File: src/rtl/packet_flit_transmitter_if.sv
// Load, link and acknowledgement signals of the packet flit transmitter.
// The slave modport is the transmitter; the master modport is the node/link side.
interface packet_flit_transmitter_if #(
    parameter int FLIT_WIDTH      = 64,
    parameter int PACKET_ID_WIDTH = 8
);
    // Handshake: a flit moves on a cycle where valid && ready are both high at
    // the rising clock edge; the sender holds data stable while valid is high and
    // ready is low, and valid is never withdrawn until that transfer happens.
    logic                       in_valid;
    logic                       in_ready;
    logic [FLIT_WIDTH-1:0]      in_flit;
    logic                       in_last;
    logic [PACKET_ID_WIDTH-1:0] in_packet_id;
    logic                       out_valid;
    logic                       out_ready;
    logic [FLIT_WIDTH-1:0]      out_flit;
    logic                       out_last;
    logic                       ack_valid;
    logic [PACKET_ID_WIDTH-1:0] ack_packet_id;

    modport slave (
        input  in_valid, in_flit, in_last, in_packet_id,
        output in_ready,
        output out_valid, out_flit, out_last,
        input  out_ready,
        input  ack_valid, ack_packet_id
    );

    modport master (
        output in_valid, in_flit, in_last, in_packet_id,
        input  in_ready,
        input  out_valid, out_flit, out_last,
        output out_ready,
        output ack_valid, ack_packet_id
    );
endinterface

File: src/rtl/packet_flit_transmitter.sv
// Buffers one outbound packet, streams it onto the link and holds it until a
// matching ack or expiry. Define PACKET_TX_RETRY_EN to retransmit on expiry.
module packet_flit_transmitter #(
    parameter int MAX_NUM_OF_FLIT = 8,
    parameter int EXPIRE_TIME     = 100,
    parameter int FLIT_WIDTH      = 64,
    parameter int PACKET_ID_WIDTH = 8,
    parameter int MAX_RETRY       = 3
) (
    input  logic                        clk,
    input  logic                        rst,
    packet_flit_transmitter_if.slave    bus,
    output logic                        busy,
    output logic                        tx_done,
    output logic                        tx_fail,
    output logic [2:0]                  dbg_state_o
);
    localparam int TIW = (MAX_NUM_OF_FLIT > 1) ? $clog2(MAX_NUM_OF_FLIT) : 1;
    localparam int TW  = (EXPIRE_TIME > 1) ? $clog2(EXPIRE_TIME) : 1;

    typedef enum logic [2:0] {
        S_IDLE     = 3'd0,
        S_LOAD     = 3'd1,
        S_SEND     = 3'd2,
        S_WAIT_ACK = 3'd3,
        S_DONE     = 3'd4,
        S_FAIL     = 3'd5
    } state_e;

    state_e                     state_q, state_d;
    logic [TIW-1:0]             tail_q, tail_d;
    logic [TIW-1:0]             rd_q, rd_d;
    logic [TW-1:0]              timer_q, timer_d;
    logic [PACKET_ID_WIDTH-1:0] pid_q, pid_d;
    logic                       in_ready_q, in_ready_d;
    logic [FLIT_WIDTH-1:0]      buf_q [MAX_NUM_OF_FLIT];

    logic                       wr_en;
    logic [TIW-1:0]             wr_addr;
    logic                       accept;
    logic                       xfer;
    logic                       ack_hit;
    logic                       timeout;

`ifdef PACKET_TX_RETRY_EN
    localparam int RW = (MAX_RETRY > 0) ? $clog2(MAX_RETRY + 1) : 1;
    logic [RW-1:0] retry_q, retry_d;
`endif

    always_comb begin
        state_d    = state_q;
        tail_d     = tail_q;
        rd_d       = rd_q;
        timer_d    = timer_q;
        pid_d      = pid_q;
        wr_en      = 1'b0;
        wr_addr    = '0;
        accept     = bus.in_valid && in_ready_q;
        xfer       = (state_q == S_SEND) && bus.out_ready;
        ack_hit    = bus.ack_valid && (bus.ack_packet_id == pid_q);
        timeout    = (timer_q == TW'(EXPIRE_TIME - 1));
`ifdef PACKET_TX_RETRY_EN
        retry_d    = retry_q;
`endif
        case (state_q)
            S_IDLE: begin
                rd_d    = '0;
                timer_d = '0;
`ifdef PACKET_TX_RETRY_EN
                retry_d = '0;
`endif
                if (accept) begin
                    wr_en   = 1'b1;
                    wr_addr = '0;
                    pid_d   = bus.in_packet_id;
                    tail_d  = '0;
                    state_d = (bus.in_last || (MAX_NUM_OF_FLIT == 1)) ? S_SEND : S_LOAD;
                end
            end
            S_LOAD: begin
                if (accept) begin
                    wr_en   = 1'b1;
                    wr_addr = tail_q + TIW'(1);
                    tail_d  = tail_q + TIW'(1);
                    // A full buffer closes the packet even without in_last.
                    if (bus.in_last || (tail_q == TIW'(MAX_NUM_OF_FLIT - 2))) begin
                        state_d = S_SEND;
                    end
                end
            end
            S_SEND: begin
                if (xfer) begin
                    if (rd_q == tail_q) begin
                        state_d = S_WAIT_ACK;
                        timer_d = '0;
                    end else begin
                        rd_d = rd_q + TIW'(1);
                    end
                end
            end
            S_WAIT_ACK: begin
                // A matching ack takes priority over expiry in the same cycle.
                if (ack_hit) begin
                    state_d = S_DONE;
                end else if (timeout) begin
`ifdef PACKET_TX_RETRY_EN
                    if (retry_q < RW'(MAX_RETRY)) begin
                        retry_d = retry_q + RW'(1);
                        rd_d    = '0;
                        state_d = S_SEND;
                    end else begin
                        state_d = S_FAIL;
                    end
`else
                    state_d = S_FAIL;
`endif
                end else begin
                    timer_d = timer_q + TW'(1);
                end
            end
            S_DONE:  state_d = S_IDLE;
            S_FAIL:  state_d = S_IDLE;
            default: state_d = S_IDLE;
        endcase
        in_ready_d = (state_d == S_IDLE) || (state_d == S_LOAD);
    end

    always_ff @(posedge clk or posedge rst) begin
        if (rst) begin
            state_q    <= S_IDLE;
            tail_q     <= '0;
            rd_q       <= '0;
            timer_q    <= '0;
            pid_q      <= '0;
            in_ready_q <= 1'b0;
        end else begin
            state_q    <= state_d;
            tail_q     <= tail_d;
            rd_q       <= rd_d;
            timer_q    <= timer_d;
            pid_q      <= pid_d;
            in_ready_q <= in_ready_d;
        end
    end

`ifdef PACKET_TX_RETRY_EN
    always_ff @(posedge clk or posedge rst) begin
        if (rst) begin
            retry_q <= '0;
        end else begin
            retry_q <= retry_d;
        end
    end
`endif

    always_ff @(posedge clk) begin
        if (wr_en) begin
            buf_q[wr_addr] <= bus.in_flit;
        end
    end

    assign bus.in_ready  = in_ready_q;
    assign bus.out_valid = (state_q == S_SEND);
    assign bus.out_flit  = (state_q == S_SEND) ? buf_q[rd_q] : '0;
    assign bus.out_last  = (state_q == S_SEND) && (rd_q == tail_q);

    assign busy        = (state_q != S_IDLE);
    assign tx_done     = (state_q == S_DONE);
    assign tx_fail     = (state_q == S_FAIL);
    assign dbg_state_o = state_q;
endmodule

File: src/flat_wrapper.sv
// flat-port wrapper written by rule: the top's interface ports become plain ports
module packet_flit_transmitter_flat 
#(
    parameter int MAX_NUM_OF_FLIT = 8,
    parameter int EXPIRE_TIME     = 100,
    parameter int FLIT_WIDTH      = 64,
    parameter int PACKET_ID_WIDTH = 8,
    parameter int MAX_RETRY       = 3
)
  (clk, rst, busy, tx_done, tx_fail, dbg_state_o, bus_in_valid, bus_in_flit, bus_in_last, bus_in_packet_id, bus_in_ready, bus_out_valid, bus_out_flit, bus_out_last, bus_out_ready, bus_ack_valid, bus_ack_packet_id);
  packet_flit_transmitter_if #(.FLIT_WIDTH(FLIT_WIDTH), .PACKET_ID_WIDTH(PACKET_ID_WIDTH)) bus_i ();
  input  logic clk;
  input  logic rst;
  output logic busy;
  output logic tx_done;
  output logic tx_fail;
  output logic [2:0] dbg_state_o;
  input wire logic [$bits(bus_i.in_valid)-1:0] bus_in_valid;
  input wire logic [$bits(bus_i.in_flit)-1:0] bus_in_flit;
  input wire logic [$bits(bus_i.in_last)-1:0] bus_in_last;
  input wire logic [$bits(bus_i.in_packet_id)-1:0] bus_in_packet_id;
  output wire logic [$bits(bus_i.in_ready)-1:0] bus_in_ready;
  output wire logic [$bits(bus_i.out_valid)-1:0] bus_out_valid;
  output wire logic [$bits(bus_i.out_flit)-1:0] bus_out_flit;
  output wire logic [$bits(bus_i.out_last)-1:0] bus_out_last;
  input wire logic [$bits(bus_i.out_ready)-1:0] bus_out_ready;
  input wire logic [$bits(bus_i.ack_valid)-1:0] bus_ack_valid;
  input wire logic [$bits(bus_i.ack_packet_id)-1:0] bus_ack_packet_id;
  assign bus_i.in_valid = bus_in_valid;
  assign bus_i.in_flit = bus_in_flit;
  assign bus_i.in_last = bus_in_last;
  assign bus_i.in_packet_id = bus_in_packet_id;
  assign bus_in_ready = bus_i.in_ready;
  assign bus_out_valid = bus_i.out_valid;
  assign bus_out_flit = bus_i.out_flit;
  assign bus_out_last = bus_i.out_last;
  assign bus_i.out_ready = bus_out_ready;
  assign bus_i.ack_valid = bus_ack_valid;
  assign bus_i.ack_packet_id = bus_ack_packet_id;
  packet_flit_transmitter #(.MAX_NUM_OF_FLIT(MAX_NUM_OF_FLIT), .EXPIRE_TIME(EXPIRE_TIME), .FLIT_WIDTH(FLIT_WIDTH), .PACKET_ID_WIDTH(PACKET_ID_WIDTH), .MAX_RETRY(MAX_RETRY)) u_core (.clk(clk), .rst(rst), .bus(bus_i), .busy(busy), .tx_done(tx_done), .tx_fail(tx_fail), .dbg_state_o(dbg_state_o));
endmodule
File: config.mk
export PLATFORM = sky130hd
export DESIGN_NAME = packet_flit_transmitter_flat
export DESIGN_NICKNAME = d
export VERILOG_FILES = /design/src/rtl/packet_flit_transmitter_if.sv /design/src/rtl/packet_flit_transmitter.sv /design/src/flat_wrapper.sv
export SDC_FILE = /design/constraint.sdc
export NUM_CORES = 1
export LEC_CHECK = 0
export ABC_AREA = 1
export CORE_MARGIN = 5
export CORE_UTILIZATION = 60
export DETAILED_ROUTE_END_ITERATION = 16
export GPL_ROUTABILITY_DRIVEN = 0
export PLACE_DENSITY = 0.81
export SETUP_SLACK_MARGIN = 0.5
export SLEW_MARGIN = 40
export SYNTH_ARGS = -nofsm -noshare
export SYNTH_HDL_FRONTEND = slang
export SYNTH_SLANG_ARGS = --single-unit
File: constraint.sdc
create_clock -name clk -period 16.6 [get_ports clk]
set_input_delay 2.49 -clock clk [delete_from_list [all_inputs] [get_ports clk]]
set_output_delay 2.49 -clock clk [all_outputs]
set_load 0.01 [all_outputs]
==> results, run 1 <==
- The flow ran to the end, and the final reports show no timing, DRC or antenna violations.
- The worst setup slack after layout is 9.74 ns.
- The placed instances occupy a cell area of 0.0233 sq mm.
- The count of maximum capacitance violations is 0.
- Subtracting the final worst setup slack from the clock period gives 6.86 ns.
- Including well taps, the total number of placed cells is 2273.
- The number of failing setup endpoints in the final timing report is 0.
- The area of the mapped netlist is 0.0215 sq mm.
- Pin placement for this block handled 159 I/O pins.
- Power spread over the standard cell area amounts to 143 mW/mm^2.
- The non-filler instance count after layout is 2364.
- The average vias per placed instance is 5.86.
- Counting every net in the synthesized netlist gives 1833.
- The remaining antenna violation count is 0.
- 0 antenna diodes ended up in the layout.
- The worst-case IR drop observed on VDD is 0.0000991 V.
- The worst relative slew slack is 42.8%.
- The maximum number of pins on one net before global-route repair is 148.
- The class of the tightest hold or removal check is flop to flop.
- The number of vias in the routed layout is 13900.
- Leaving out fill and tap cells, the most frequent cell in the layout is sky130_fd_sc_hd__edfxtp_1.
- Counting along the longest clock path gives a buffer depth of 3.
- After the first detailed-routing iteration, the DRC count stood at 1352.
- The worst setup path is captured at an output pin.
- The Yosys step of the flow raised 0 warnings.
- In this run the static leakage power is 8.37 nW.
- After routing, the total negative slack on setup checks comes to 0 ns.
- The initialized floorplan defines 69 standard-cell rows.
- In the layout the commonest cells are 512 x sky130_fd_sc_hd__edfxtp_1, 465 x sky130_fd_sc_hd__nor2_1, 336 x sky130_fd_sc_hd__o21ai_0.
- In this run the critical register-to-register path is launched from u_core.dbg_state_o[0].
- The core region is 0.0355 sq mm.
- Total power for the finished layout comes to 3.57 mW.
- The H-tree level count is 2.
- In the final layout, the share of cells above drive strength 1 is 5.52%.
- The clock arrives with 0.0102 ns of skew.
- In this run the post-CTS setup repair buffer count came out at 0.
- Setup repair after global routing left no endpoint under its margin.
- TritonCTS built the clock tree.
- The kind of launch point of the worst setup path is a flop.
- After detailed routing, the number of remaining DRC violations is 0.
- The critical hold path startpoint is u_core.pid_q[4].
- Dividing the detail-routed wire length by the instance count gives 20.0 um.
- Prior to clock tree synthesis, the placed netlist has a worst setup slack of 10.38 ns.
- The leftover overflow at the end of global routing is 0.
- The fraction of the cycle the final worst path needs is 41.3%.
- The fraction of the yosys area taken by sequential cells is 74.4%.
- Counting flops and latches in the post-synthesis netlist gives 537.
- The number of standard cells after synthesis is 1743.
- Once the clock tree was built, the resizer swapped 0 gates to a different size.
- The clock edge transition at the registers on the reported setup and hold paths is 0.06 ns.
- The mean instance size in the synthesized netlist is 12.3 sq um.
- The required time of the worst setup path is 14.11 ns.
- From synthesis to final layout, the design area changed by 15.7%.
- For this design, the CTS-stage hold fixing added 0 buffers.
- The insertion delay to the later sink of the worst-skew pair is 0.56 ns.
- Counting the buffers created by CTS gives 52.
- For this run, the total global-route usage over all layers was measured as 23.3%.
- The final number of hold-violating endpoints was 0.
- Static timing analysis puts the maximum clock frequency at 146 MHz.
- Summing all non-filler instances in the final layout gives an area of 0.0249 sq mm.
- The count of final max-slew check failures was 0.
- The die is 199 um tall.
- The final net count is 1956.
- The root buffer selected by CTS is sky130_fd_sc_hd__clkbuf_16.
- The pin slew with the least headroom to its limit is 0.858 ns.
- At the worst endpoint, the arrival time is 4.37 ns.
- The count of filler cells inserted in the layout is 2317.
- The die area is 0.0397 sq mm.
- The chip width is 199 um.
- The final layout contains routed wiring with a total length of 47200 um.
- The number of buffer cells added on primary ports is 158.
- The maximum fanout count along the critical path is 102.
- The path type of the worst setup path is flop to output pin.
- The via count of the first global-routing pass came to 13200.
- The first global-routing pass estimated 72100 um of wire.
- Summed over all nets, the half-perimeter wirelength after detailed placement is 23900 um.
- The number of antenna violations at the first check in global routing was 3.
- The number of clock sinks seen by CTS is 537.
- The initial core utilization is 60.6%.
- The total iterations of the first detailed-routing run is 5.
- The synthesized netlist contains 28 unique library cells.
- The origin of the worst setup path is u_core.rd_q[0].
==> layout make-up <==
class                      count  area [sq um]  share of cell area (%)
sequential                   537         16000                    64.3
multi-input combinational   1057          4840                    19.4
timing repair buffer         175          1750                    7.02
clock buffer                  68          1380                    5.55
tap                          461           577                    2.32
inverter                      43           173                   0.694
clock inverter                23           163                   0.653
==> logic make-up after synthesis <==
kind of cell | Yosys count | synth area share [%]
xor gates and xnor gates | 7 | 0.285
buffers and inverters | 149 | 3.33
and+or+nand+nor | 577 | 10.4
DFF | 537 | 74.4
adders and majority gates | 4 | 0.233
AOI/OAI and AO/OA | 469 | 11.3
==> Yosys cell counts, drive strengths merged <==
master	count	area, sq um
a21o	1	7.51
a21oi	3	15.0
a31oi	65	407
a32oi	1	8.76
buf	55	362
clkbuf	51	194
dfrtp	25	626
edfxtp	512	15400
ha	4	50.1
inv	43	161
nand2	72	270
nand3	17	95.1
nand3b	2	15.0
nand4	7	43.8
nor2	473	1780
nor3	6	35.0
o21ai	399	2000
xnor2	1	8.76
xor2	6	52.6
==> flip-flops by register name, indices dropped and copies added, names as in the netlist <==
name                 flops
u_core.timer_q           7
u_core.bus.in_ready      1
u_core.buf_q           512
u_core.pid_q             8
u_core.tail_q            3
u_core.dbg_state_o       3
u_core.rd_q              3
==> critical path, stage by stage, from the launching register on <==
cell and delay [ns]:
sky130_fd_sc_hd__dfrtp_4 0.88, sky130_fd_sc_hd__buf_6 0.63, sky130_fd_sc_hd__buf_6 0.64, sky130_fd_sc_hd__nor2_1 0.12, sky130_fd_sc_hd__nor2_1 0.11, sky130_fd_sc_hd__o21ai_0 0.09
sky130_fd_sc_hd__o21ai_1 0.10, sky130_fd_sc_hd__o21ai_0 0.08, sky130_fd_sc_hd__a31oi_1 0.36, sky130_fd_sc_hd__clkdlybuf4s50_1 0.64
==> per-stage QoR <==
| step | utilization, % | hold slack, ns |
|---|---|---|
| 6_report | 70.1 | 0.506 |
| 5_1_grt | 70.1 | 0.546 |
| 4_1_cts | 70.1 | 0.510 |
| 3_5_place_dp | 65.8 | 0.494 |
| 3_3_place_gp | 65.7 | 0.476 |
| 2_1_floorplan | - | 0.461 |
==> routing by layer <==
metal | routed length (um) | vias up | global-route usage [%]
met5 | 28 | - | 0
met4 | 854 | 6 | 6.00
met3 | 4120 | 78 | 4.79
met2 | 23100 | 575 | 38.8
met1 | 19100 | 6703 | 32.2
li1 | - | 6490 | -
==> final timing paths <==
kind | end | slack [ns] | cells after the start
setup / recovery | bus_out_flit[14] | 9.74 | 9
hold / removal | u_core.pid_q[4] | 0.51 | 2
setup reg to reg | u_core.buf_q[6][34] | 13.41 | 9
hold reg to reg | u_core.pid_q[4] | 0.51 | 2
max in group asynchronous | u_core.rd_q[0] | 13.87 | 2
min in group asynchronous | u_core.pid_q[6] | 2.31 | 2
==> where the power goes <==
group	switching [mW]	leakage [nW]	internal (mW)	total (mW)
clock network	0.465	0.755	0.614	1.08
registers	0.0512	4.94	1.59	1.64
logic	0.542	2.68	0.308	0.850
Power figures use the tool's default switching activity.
==> run 2, diff against run 1 <==
--- a/config.mk
+++ b/config.mk
@@ -7,10 +7,10 @@
 export LEC_CHECK = 0
 export ABC_AREA = 1
 export CORE_MARGIN = 5
-export CORE_UTILIZATION = 60
+export CORE_UTILIZATION = 58
 export DETAILED_ROUTE_END_ITERATION = 16
 export GPL_ROUTABILITY_DRIVEN = 0
-export PLACE_DENSITY = 0.81
+export PLACE_DENSITY = 0.79
 export SETUP_SLACK_MARGIN = 0.5
 export SLEW_MARGIN = 40
 export SYNTH_ARGS = -nofsm -noshare
==> constraint.sdc (replaced) <==
create_clock -name clk -period 6.76 [get_ports clk]
set_input_delay 1.014 -clock clk [delete_from_list [all_inputs] [get_ports clk]]
set_output_delay 1.014 -clock clk [all_outputs]
set_load 0.01 [all_outputs]
==> run 2 against run 1 <==
Setup slack worse by 7.9 ns; highest routed layer unchanged; first-iteration DRC count is 1.0% higher; global-route usage is 0.27 points lower; non-clock buffer count is 6 higher; clock power grew to 2.6 times the previous value; critical path depth stayed put.
==> results, run 2 (synthesized netlist as in run 1, its figures left out) <==
- The number of buffer cells added on primary ports is 158 (unchanged).
- The final number of hold-violating endpoints is 0 (unchanged).
- The ratio of cells with drive above 1 in the final layout is 5.93% (+0.41 points).
- The chip width is 203 um (+1.6%).
- Setup repair after global routing left no endpoint under its margin.
- The maximum number of pins on one net before global-route repair is 195 (+32%).
- The count of filler cells inserted in the layout is 2504 (+8.1%).
- The insertion delay to the later sink of the worst-skew pair is 0.56 ns (about the same).
- The number of vias in the routed layout was 13800 (-0.036%).
- The root buffer selected by CTS is sky130_fd_sc_hd__clkbuf_16.
- The library cell used most frequently in the layout, excluding fill and tap cells, is sky130_fd_sc_hd__edfxtp_1.
- The growth of design area from synthesis to finish is 16.9%.
- The leftover overflow at the end of global routing is 0 (unchanged).
- The final total power is 9.01 mW (+150%).
- The worst path in the final design needs a cycle of 4.88 ns, including I/O delays and setup.
- The clock skew after layout was 0.00784 ns (-0.00238 ns).
- The non-filler instance count after layout is 2375 (+0.47%).
- The run finished with clean final reports.
- The worst setup path is captured at an output pin.
- Based on the critical path, the design can be clocked at up to 205 MHz.
- The initial core utilization came to 58.7% (-1.9 points).
- The standby leakage power is 8.48 nW (+1.2%).
- Walking the worst path, the cells encountered are buf_12 -> buf_4 -> nor2_1 -> nor2_1 -> o21ai_0 -> o21ai_1 -> o21ai_0 -> a31oi_1 -> clkdlybuf4s50_1.
- The library cells used most frequently in the layout, excluding fill and tap cells, are 512 x sky130_fd_sc_hd__edfxtp_1, 465 x sky130_fd_sc_hd__nor2_1, 336 x sky130_fd_sc_hd__o21ai_0.
- The number of failing setup endpoints in the final timing report was 0 (unchanged).
- The global-route wire length before repair was 74900 um (+3.8%).
- The row count is 70 (+1.4%).
- The post-CTS repair timing setup buffer count was 0 (unchanged).
- The required time of the worst setup path is 5.75 ns (-8.36 ns).
- The largest individual stage delay along the critical path comes from the cell sky130_fd_sc_hd__dfrtp_4.
- The average vias per placed instance came to 5.83 (-0.50%).
- The data arrival time of the critical path is 3.87 ns (-0.50 ns).
- The DRC violations left is 0 (unchanged).
- The count of maximum capacitance violations is 0 (unchanged).
- The largest voltage drop on the vdd net is 0.000249 V (+150%).
- The number of antenna violations at the first check in global routing came to 3 (unchanged).
- The clock edge transition at the registers on the reported setup and hold paths is 0.06 ns (about the same).
- The post-route standard cell area excluding fillers is 0.0251 sq mm (+1.0%).
- The die extent in y is 203 um (+1.6%).
- The total iterations of the first detailed-routing run is 8 (+3).
- Of the available clock period, the critical path in the final layout requires 72.3%.
- The HPWL reported at the end of detailed placement is 25000 um (+4.8%).
- The number of instances resized during post-cts repair is 0 (unchanged).
- The routed length per instance was 20.3 um (+1.8%).
- The pin slew with the least headroom to its limit is 0.839 ns (-0.0195 ns).
- The maximum fanout count along the critical path is 72 (-29%).
- The worst relative slew slack is 44.1% (+1.3 points).
- The I/O pin count is 159 (unchanged).
- The remaining antenna violation count is 0 (unchanged).
- The TritonCTS buffer count came to 51 (-1.9%).
- The die area came to 0.0410 sq mm (+3.3%).
- The count of final max-slew check failures came to 0 (unchanged).
- The post-place instance area is 0.0234 sq mm (+0.32%).
- The power per standard cell area was 358 mW/mm^2 (+150%).
- The kind of launch point of the worst setup path is a flop.
- The core outline area is 0.0366 sq mm (+3.2%).
- The via count of the first global-routing pass is 13600 (+3.3%).
- The highest cell delay on the worst timing path came to 0.79 ns (-0.09 ns).
- The number of buffers on the longest clock path is 3 (unchanged).
- The worst setup path is of the flop to output pin kind.
- The sum of negative setup slack was 0 ns (unchanged).
- The flip-flop count of the largest register, all copies and words added was 512 (unchanged).
- The final net count is 1961 (+0.26%).
- The worst hold margin came to 0.510 ns (+0.00357 ns).
- The total routing resource utilization after global routing is 23.1% (-0.27 points).
- More flip-flops sit in one register than any other, and that register is u_core.buf_q.
- The number of cells in the design after placement is 2284 (+0.48%).
- The number of hold buffers added after cts was 0 (unchanged).
- The overall routed net length is 48300 um (+2.3%).
- TritonCTS built the clock tree.
- The initial detailed-routing violation count is 1366 (+1.0%).
- The largest registers in the layout are u_core.buf_q x512, u_core.pid_q x8, u_core.timer_q x7.
- The class of the tightest hold or removal check is flop to flop.
- The number of clock sinks seen by CTS is 537 (unchanged).
- The H-tree level count is 2 (unchanged).
[run 2: cell count changes in the layout (fill, tap and decap cells not counted), moves of 2 or more]
| cell | before | now |
|---|---|---|
| sky130_fd_sc_hd__buf_4 | 7 | 13 |
| sky130_fd_sc_hd__buf_6 | 10 | 4 |
| sky130_fd_sc_hd__clkinv_2 | 9 | 3 |
| sky130_fd_sc_hd__clkbuf_1 | 15 | 10 |
| sky130_fd_sc_hd__bufinv_16 | 2 | 6 |
| sky130_fd_sc_hd__clkbuf_8 | 0 | 4 |
| sky130_fd_sc_hd__buf_12 | 0 | 3 |
| sky130_fd_sc_hd__buf_16 | 0 | 2 |
| sky130_fd_sc_hd__clkinv_4 | 1 | 3 |
| sky130_fd_sc_hd__diode_2 | 0 | 2 |
[run 2: layout make-up]
class                      count  area [sq um]  share of cell area, %
sequential                   537         16000                   63.7
multi-input combinational   1057          4850                   19.3
timing repair buffer         181          1850                   7.37
clock buffer                  67          1420                   5.64
tap                          468           586                   2.33
clock inverter                20           250                  0.995
inverter                      43           180                  0.716
antenna                        2          5.00                 0.0199
[run 2: worst max-delay path, delay by kind of cell (launching register included)]
family / cells / cell delay [ns]
compound gates: 4 / 0.64
buf+inv: 3 / 1.58
flops: 1 / 0.79
simple gates: 2 / 0.22
[run 2: metrics by stage]
| step | setup WS [ns] | util, % |
|---|---|---|
| after floorplan | 2.01 | - |
| after global placement | 2.33 | 63.8 |
| after detailed placement | 2.50 | 64.0 |
| after CTS | 1.89 | 68.5 |
| after global routing | 1.69 | 68.7 |
| final | 1.88 | 68.7 |
[run 2: power by group]
group	internal (mW)	switching [mW]	leakage, nW	total, mW
Combinational	0.792	1.38	2.72	2.17
Sequential	3.90	0.113	4.94	4.02
Clock	1.69	1.13	0.813	2.82
Total	6.39	2.62	8.48	9.01
[run 2: final timing paths]
kind / slack (ns) / end / depth (start not counted) / start
setup / recovery: 1.88 / bus_out_flit[48] / 9 / u_core.rd_q[0]
hold / removal: 0.51 / u_core.timer_q[5] / 2 / u_core.timer_q[5]
setup reg to reg: 3.42 / u_core.buf_q[2][11] / 8 / u_core.tail_q[0]
hold reg to reg: 0.51 / u_core.timer_q[5] / 2 / u_core.timer_q[5]
max in group asynchronous: 5.50 / u_core.rd_q[0] / 2 / rst
min in group asynchronous: 0.83 / u_core.pid_q[3] / 2 / rst
[run 2: metal layers]
| layer | up-vias | track usage, % | part of all wire [%] |
|---|---|---|---|
| met5 | - | 0 | 0.027 |
| met4 | 2 | 5.89 | 1.7 |
| met2 | 547 | 37.8 | 48 |
| li1 | 6501 | - | - |
| met3 | 73 | 4.15 | 7.5 |
| met1 | 6724 | 32.7 | 43 |
==> run 3, diff against run 2 <==
==> constraint.sdc (replaced) <==
create_clock -name clk -period 4.9 [get_ports clk]
set_input_delay 0.735 -clock clk [delete_from_list [all_inputs] [get_ports clk]]
set_output_delay 0.735 -clock clk [all_outputs]
set_load 0.01 [all_outputs]
==> run 3 against run 2 <==
First-iteration DRC count increased by 7.1%; core utilization fell by 0.11 points; sequential power rose by 37%; clock skew up 0.0039 ns; sequential cell count is the same.
==> results, run 3 (synthesized netlist as in run 1, its figures left out) <==
- The run finished with clean final reports.
- By startpoint and endpoint, the worst setup path is classified as flop to output pin.
- From synthesis to final layout, the design area changed by 16.8%.
- The required time of the worst setup path is 4.16 ns (-1.59 ns).
- The data arrival time of the critical path is 3.34 ns (-0.53 ns).
- The number of hold buffers added after cts is 0 (unchanged).
- The smallest clock period supported by the final layout is computed as 4.08 ns.
- The chip width is 203 um (unchanged).
- The number of instances resized during post-cts repair was 0 (unchanged).
- The pre-CTS setup slack came to 1.47 ns (-1.04 ns).
- The highest clock rate is 245 MHz.
- Setup repair after global routing left no endpoint under its margin.
- The number of buffers on the longest clock path is 3 (unchanged).
- The maximum fanout count along the critical path is 103 (+43%).
- Ranked by flip-flop count, first place goes to u_core.buf_q.
- The initial detailed-routing violation count came to 1463 (+7.1%).
- The ratio of cells with drive above 1 in the final layout is 6.23% (+0.30 points).
- The insertion delay to the later sink of the worst-skew pair is 0.58 ns (+0.02 ns).
- The standby leakage power is 8.46 nW (-0.21%).
- The power per standard cell area came to 486 mW/mm^2 (+36%).
- The largest registers in the layout are u_core.buf_q x512, u_core.pid_q x8, u_core.timer_q x7.
- The maximum number of pins on one net before global-route repair was 195 (unchanged).
- The H-tree level count is 2 (unchanged).
- The TritonCTS buffer count is 51 (unchanged).
- Leaving out fill and tap cells, the most frequent cells in the layout are 512 x sky130_fd_sc_hd__edfxtp_1, 465 x sky130_fd_sc_hd__nor2_1, 336 x sky130_fd_sc_hd__o21ai_0.
- The pin slew with the least headroom to its limit is 0.771 ns (-0.0676 ns).
- The slack of the worst reg-to-reg path was 2.07 ns (-1.35 ns).
- The count of maximum capacitance violations is 0 (unchanged).
- The post-CTS repair timing setup buffer count is 0 (unchanged).
- The total iterations of the first detailed-routing run is 8 (unchanged).
- The leftover overflow at the end of global routing is 0 (unchanged).
- The die extent in y is 203 um (unchanged).
- The worst setup path is captured at an output pin.
- The flip-flop count of the largest register, all copies and words added is 512 (unchanged).
- The number of failing setup endpoints in the final timing report was 0 (unchanged).
- The count of filler cells inserted in the layout was 2471 (-1.3%).
- The clock edge transition at the registers on the reported setup and hold paths came to 0.06 ns (about the same).
- The clock tree from TritonCTS is yes.
- The core outline area is 0.0366 sq mm (unchanged).
- The final net count is 1969 (+0.41%).
- The via count of the first global-routing pass was 13700 (+0.37%).
- The root buffer selected by CTS is sky130_fd_sc_hd__clkbuf_16.
- The number of antenna violations at the first check in global routing came to 1 (-2).
- The worst setup path is launched from a flop.
- The worst setup slack after layout is 0.825 ns (-1.05 ns).
- The number of clock sinks seen by CTS is 537 (unchanged).
- The tightest min-delay check is of the flop to flop type.
- The remaining antenna violation count is 0 (unchanged).
- The worst relative slew slack was 48.4% (+4.3 points).
- The overall routed net length is 47600 um (-1.4%).
- The library cell used most frequently in the layout, excluding fill and tap cells, is sky130_fd_sc_hd__edfxtp_1.
- The number of vias in the routed layout is 14000 (+1.1%).
- The average vias per placed instance is 5.89 (+0.94%).
- The count of final max-slew check failures is 0 (unchanged).
- The global-route wire length before repair is 74100 um (-0.94%).
- The row count was 70 (unchanged).
- The final number of hold-violating endpoints is 0 (unchanged).
- The clock skew after layout is 0.0118 ns (+0.00392 ns).
- The initial core utilization is 58.7% (unchanged).
- The number of buffer cells added on primary ports is 158 (unchanged).
- The largest voltage drop on the vdd net was 0.000404 V (+62%).
- Of the available clock period, the critical path in the final layout requires 83.2%.
- The DRC violations left is 0 (unchanged).
- The number of cells in the design after placement was 2292 (+0.35%).
- The die area was 0.0410 sq mm (unchanged).
- The routed length per instance is 20.0 um (-1.6%).
- The non-filler instance count after layout is 2379 (+0.17%).
- The sum of negative setup slack came to 0 ns (unchanged).
- The total routing resource utilization after global routing is 22.5% (-0.51 points).
- The I/O pin count is 159 (unchanged).
- The HPWL reported at the end of detailed placement is 26500 um (+5.8%).
[run 3: per-stage QoR]
stage                     area, sq um  util, %  power [mW]  hold slack [ns]
after floorplan                 21500        -        7.40            0.461
after global placement          23500     64.2        8.52            0.480
after detailed placement        23500     64.3        8.61            0.488
after CTS                       25100     68.5        12.2            0.506
after global routing            25100     68.6        12.8            0.535
final                           25100     68.6        12.2            0.515
[run 3: power breakdown]
group          total, mW  internal [mW]  switching (mW)
registers           5.50           5.39           0.118
logic               3.03           1.10            1.94
clock network       3.67           2.06            1.61
[run 3: critical path, stage by stage (launching register included)]
cell	delay [ns]
sky130_fd_sc_hd__dfrtp_4	0.52
sky130_fd_sc_hd__inv_6	0.51
sky130_fd_sc_hd__buf_4	0.51
sky130_fd_sc_hd__nor2_1	0.07
sky130_fd_sc_hd__o21ai_0	0.23
sky130_fd_sc_hd__o21ai_0	0.12
sky130_fd_sc_hd__a31oi_1	0.18
sky130_fd_sc_hd__clkdlybuf4s50_1	0.56
[run 3: final cells by class]
type,count,area (sq um),area share (%)
Antenna cell,2,5.00,0.0199
Clock buffer,61,1310,5.23
Clock inverter,22,224,0.892
Inverter,43,169,0.673
Multi-Input combinational cell,1057,4850,19.3
Sequential cell,537,16000,63.8
Tap cell,468,586,2.33
Timing Repair Buffer,189,1960,7.80
[run 3: path summary, 6_finish.rpt]
path / startpoint / to / cells after the start
setup reg to reg: u_core.dbg_state_o[0] / u_core.buf_q[1][51] / 9
min in group asynchronous: rst / u_core.pid_q[0] / 2
setup / recovery: u_core.rd_q[0] / bus_out_flit[22] / 7
hold reg to reg: u_core.timer_q[5] / u_core.timer_q[5] / 2
hold / removal: u_core.timer_q[5] / u_core.timer_q[5] / 2
max in group asynchronous: rst / u_core.rd_q[0] / 2
[run 3: per-layer routing]
layer	wire, um	track usage [%]	up-vias
met3	3580	4.02	81
li1	-	-	6514
met4	1140	6.94	2
met5	7	0	-
met2	23200	37.4	551
met1	19700	31.0	6853
==> RTL edit (flow settings as in run 2) <==
`FLIT_WIDTH` is set to 64 in 3 places; all go to 128.
--- a/src/rtl/packet_flit_transmitter_if.sv
+++ b/src/rtl/packet_flit_transmitter_if.sv
@@ -1,7 +1,7 @@
 // Load, link and acknowledgement signals of the packet flit transmitter.
 // The slave modport is the transmitter; the master modport is the node/link side.
 interface packet_flit_transmitter_if #(
-    parameter int FLIT_WIDTH      = 64,
+    parameter int FLIT_WIDTH      = 128,
     parameter int PACKET_ID_WIDTH = 8
 );
     // Handshake: a flit moves on a cycle where valid && ready are both high at
--- a/src/rtl/packet_flit_transmitter.sv
+++ b/src/rtl/packet_flit_transmitter.sv
@@ -3,7 +3,7 @@
 module packet_flit_transmitter #(
     parameter int MAX_NUM_OF_FLIT = 8,
     parameter int EXPIRE_TIME     = 100,
-    parameter int FLIT_WIDTH      = 64,
+    parameter int FLIT_WIDTH      = 128,
     parameter int PACKET_ID_WIDTH = 8,
     parameter int MAX_RETRY       = 3
 ) (
--- a/src/flat_wrapper.sv
+++ b/src/flat_wrapper.sv
@@ -3,7 +3,7 @@
 #(
     parameter int MAX_NUM_OF_FLIT = 8,
     parameter int EXPIRE_TIME     = 100,
-    parameter int FLIT_WIDTH      = 64,
+    parameter int FLIT_WIDTH      = 128,
     parameter int PACKET_ID_WIDTH = 8,
     parameter int MAX_RETRY       = 3
 )
Interface: changed (resized bus_in_flit and bus_out_flit); port bits go from 159 to 287. The function was not compared with the original's and may differ.
==> RTL edit against run 2 <==
  * First-iteration DRC count increased by 100%
  * Area after synthesis increased by 93%
  * Routed wire length increased by 93%
  * Global-route usage increased by 0.31 points
  * Setup slack got worse by 0.26 ns
  * Total power increased by 95%
  * Via count increased by 89%
  * Sequential cell count increased by 512
  * Maximum frequency decreased by 5.0%
  * Cell area increased by 93%
  * Synthesized cell count increased by 87%
  * Largest power group unchanged
  * Highest routed layer unchanged
==> RTL edit: results (changes against run 2) <==
metric;value;unit;change
hp-class;flop to flop;;
clock_latency;0.67;ns;+0.11 ns
synth-edff-count;1024;;+100%
track_usage;23.4;%;+0.31 points
status;finished, final reports clean;;
synth.distinct_cells;32;;+14%
fin_nets;3627;;+85%
grt_pass1_vias;25500;;+87%
ys_dominant_reg_cell;edfxtp_1;;
clkTransAtPathRegs;0.06;ns;about the same
cts_resized;0;;unchanged
synthArstFlopShare;2.38;%;-2.3 points
clockRootBuffer;clkbuf_16;;
first_pass_iters;6;;-2
p_int;12.4;mW;+94%
numCtsBuffers;105;;+110%
clockBufferDepth;3;;unchanged
placed_area;0.0451;mm²;+93%
reg.largest.list;u_core.buf_q (1024), u_core.pid_q (8), u_core.timer_q (7);;
routed_via_density;5.78;;-0.86%
synth_top_cells_by_area;edfxtp_1 (74%), nor2_1 (8.3%), o21ai_0 (5.9%);;
syn_nets;3413;;+86%
worstPathArrival;4.13;ns;+0.26 ns
path_delay_family;buffers and inverters;;
grt_max_degree;246;;+26%
wl_per_cell;20.6;µm;+1.3%
drt_iter0_drc;2741;;+100%
critPathSlowestCell;dfrtp_4;;
slowest_delay;0.88;ns;+0.09 ns
drive_gt1_share;5.87;%;-0.064 points
antenna_found_initial;12;;+9
cp_max_fo;105;;+46%
ys_top_cells_by_count;edfxtp_1 (1,024), nor2_1 (921), o21ai_0 (490), o21ai_1 (293), a31oi_1 (129);;
synth_seq_area_share;75.6;%;+1.2 points
ir_drop;0.303;mV;+22%
port_buffers;286;;+81%
clock_skew;0.0222;ns;+0.0143 ns
leakagePower;15.9;nW;+88%
dp.final_hpwl;45800;µm;+83%
cts_setup_buffers;0;;unchanged
fill_cells;4818;;+92%
synth_warnings;0;;unchanged
cts_htree_levels;3;;+1
grt_pass1_wl;142000;µm;+89%
worst_slew_pin_slew;0.976;ns;+0.138 ns
slew_violations;0;;unchanged
rrSetupSlack;3.55;ns;+0.13 ns
drc_errors;0;;unchanged
==> RTL edit: cell count changes in the layout (fill, tap and decap cells not counted), moves of 53 or more <==
cell,run 2,this run
clkdlybuf4s50_1,158,286
nor2_1,465,914
o21ai_1,63,293
clkbuf_16,53,106
edfxtp_1,512,1024
o21ai_0,336,490
a31oi_1,65,129
==> RTL edit: layout make-up <==
cell class	instances	area, µm²	area share, %
Antenna cell	8	20.0	0.0412
Clock inverter	70	688	1.42
Clock buffer	126	2730	5.61
Timing Repair Buffer	321	3530	7.26
Inverter	43	193	0.397
Multi-Input combinational cell	1953	8860	18.2
Tap cell	950	1190	2.45
Sequential cell	1049	31400	64.6
==> RTL edit: path summary, 6_finish.rpt <==
| check | cells past startpoint | start | endpoint |
|---|---|---|---|
| worst max-delay path | 10 | u_core.rd_q[0]$_DFFE_PP0P_ | bus_out_flit[9] |
| worst min-delay path | 2 | u_core.pid_q[2]$_DFFE_PP0P_ | u_core.pid_q[2]$_DFFE_PP0P_ |
| worst max register to register | 9 | u_core.dbg_state_o[0]$_DFF_PP0_ | u_core.buf_q[6][115]$_DFFE_PP_ |
| worst min register to register | 2 | u_core.pid_q[2]$_DFFE_PP0P_ | u_core.pid_q[2]$_DFFE_PP0P_ |
| max in group asynchronous | 2 | rst | u_core.rd_q[0]$_DFFE_PP0P_ |
| min in group asynchronous | 2 | rst | u_core.tail_q[1]$_DFFE_PP0P_ |
==> RTL edit: worst min-delay path: stages, from the launching register on <==
cell,delay [ns]
dfrtp_1,0.36
nand2_1,0.06
nand2_1,0.04
==> RTL edit: cell families after synthesis <==
group | synth area share, %
AOI/OAI and AO/OA | 11.5
xor gates and xnor gates | 0.148
adders and majority gates | 0.121
buffers and inverters | 3.15
DFF | 75.6
and+or+nand+nor | 9.48
==> RTL edit: power by group through the flow <==
stage / registers (mW) / clock network [mW] / logic [mW]
after CTS: 7.83 / 5.72 / 4.13
after floorplan: 7.95 / 0 / 2.54
after global routing: 7.86 / 6.01 / 4.53
after detailed placement: 7.96 / 0 / 4.10
after global placement: 7.95 / 0 / 3.98
final: 7.83 / 5.63 / 4.11
==> RTL edit: metal layers <==
layer / global-route usage, % / share of wire (%) / routed length, µm / up-vias
met3: 4.50 / 7.1 / 6650 / 173
met2: 39.6 / 49 / 45700 / 971
met4: 7.79 / 2.8 / 2640 / 8
li1: - / - / - / 12200
met1: 30.9 / 41 / 38000 / 12700
met5: 0 / 0.056 / 52 / -
==> RTL edit: metrics by stage <==
step | std cells | setup slack, ns | hold slack [ns]
floorplan | 3259 | 1.35 | 0.461
global placement | 4306 | 2.46 | 0.476
finish | 4520 | 1.62 | 0.494
detailed placement | 4314 | 2.38 | 0.489
global route | 4517 | 1.41 | 0.528
CTS | 4510 | 1.61 | 0.504
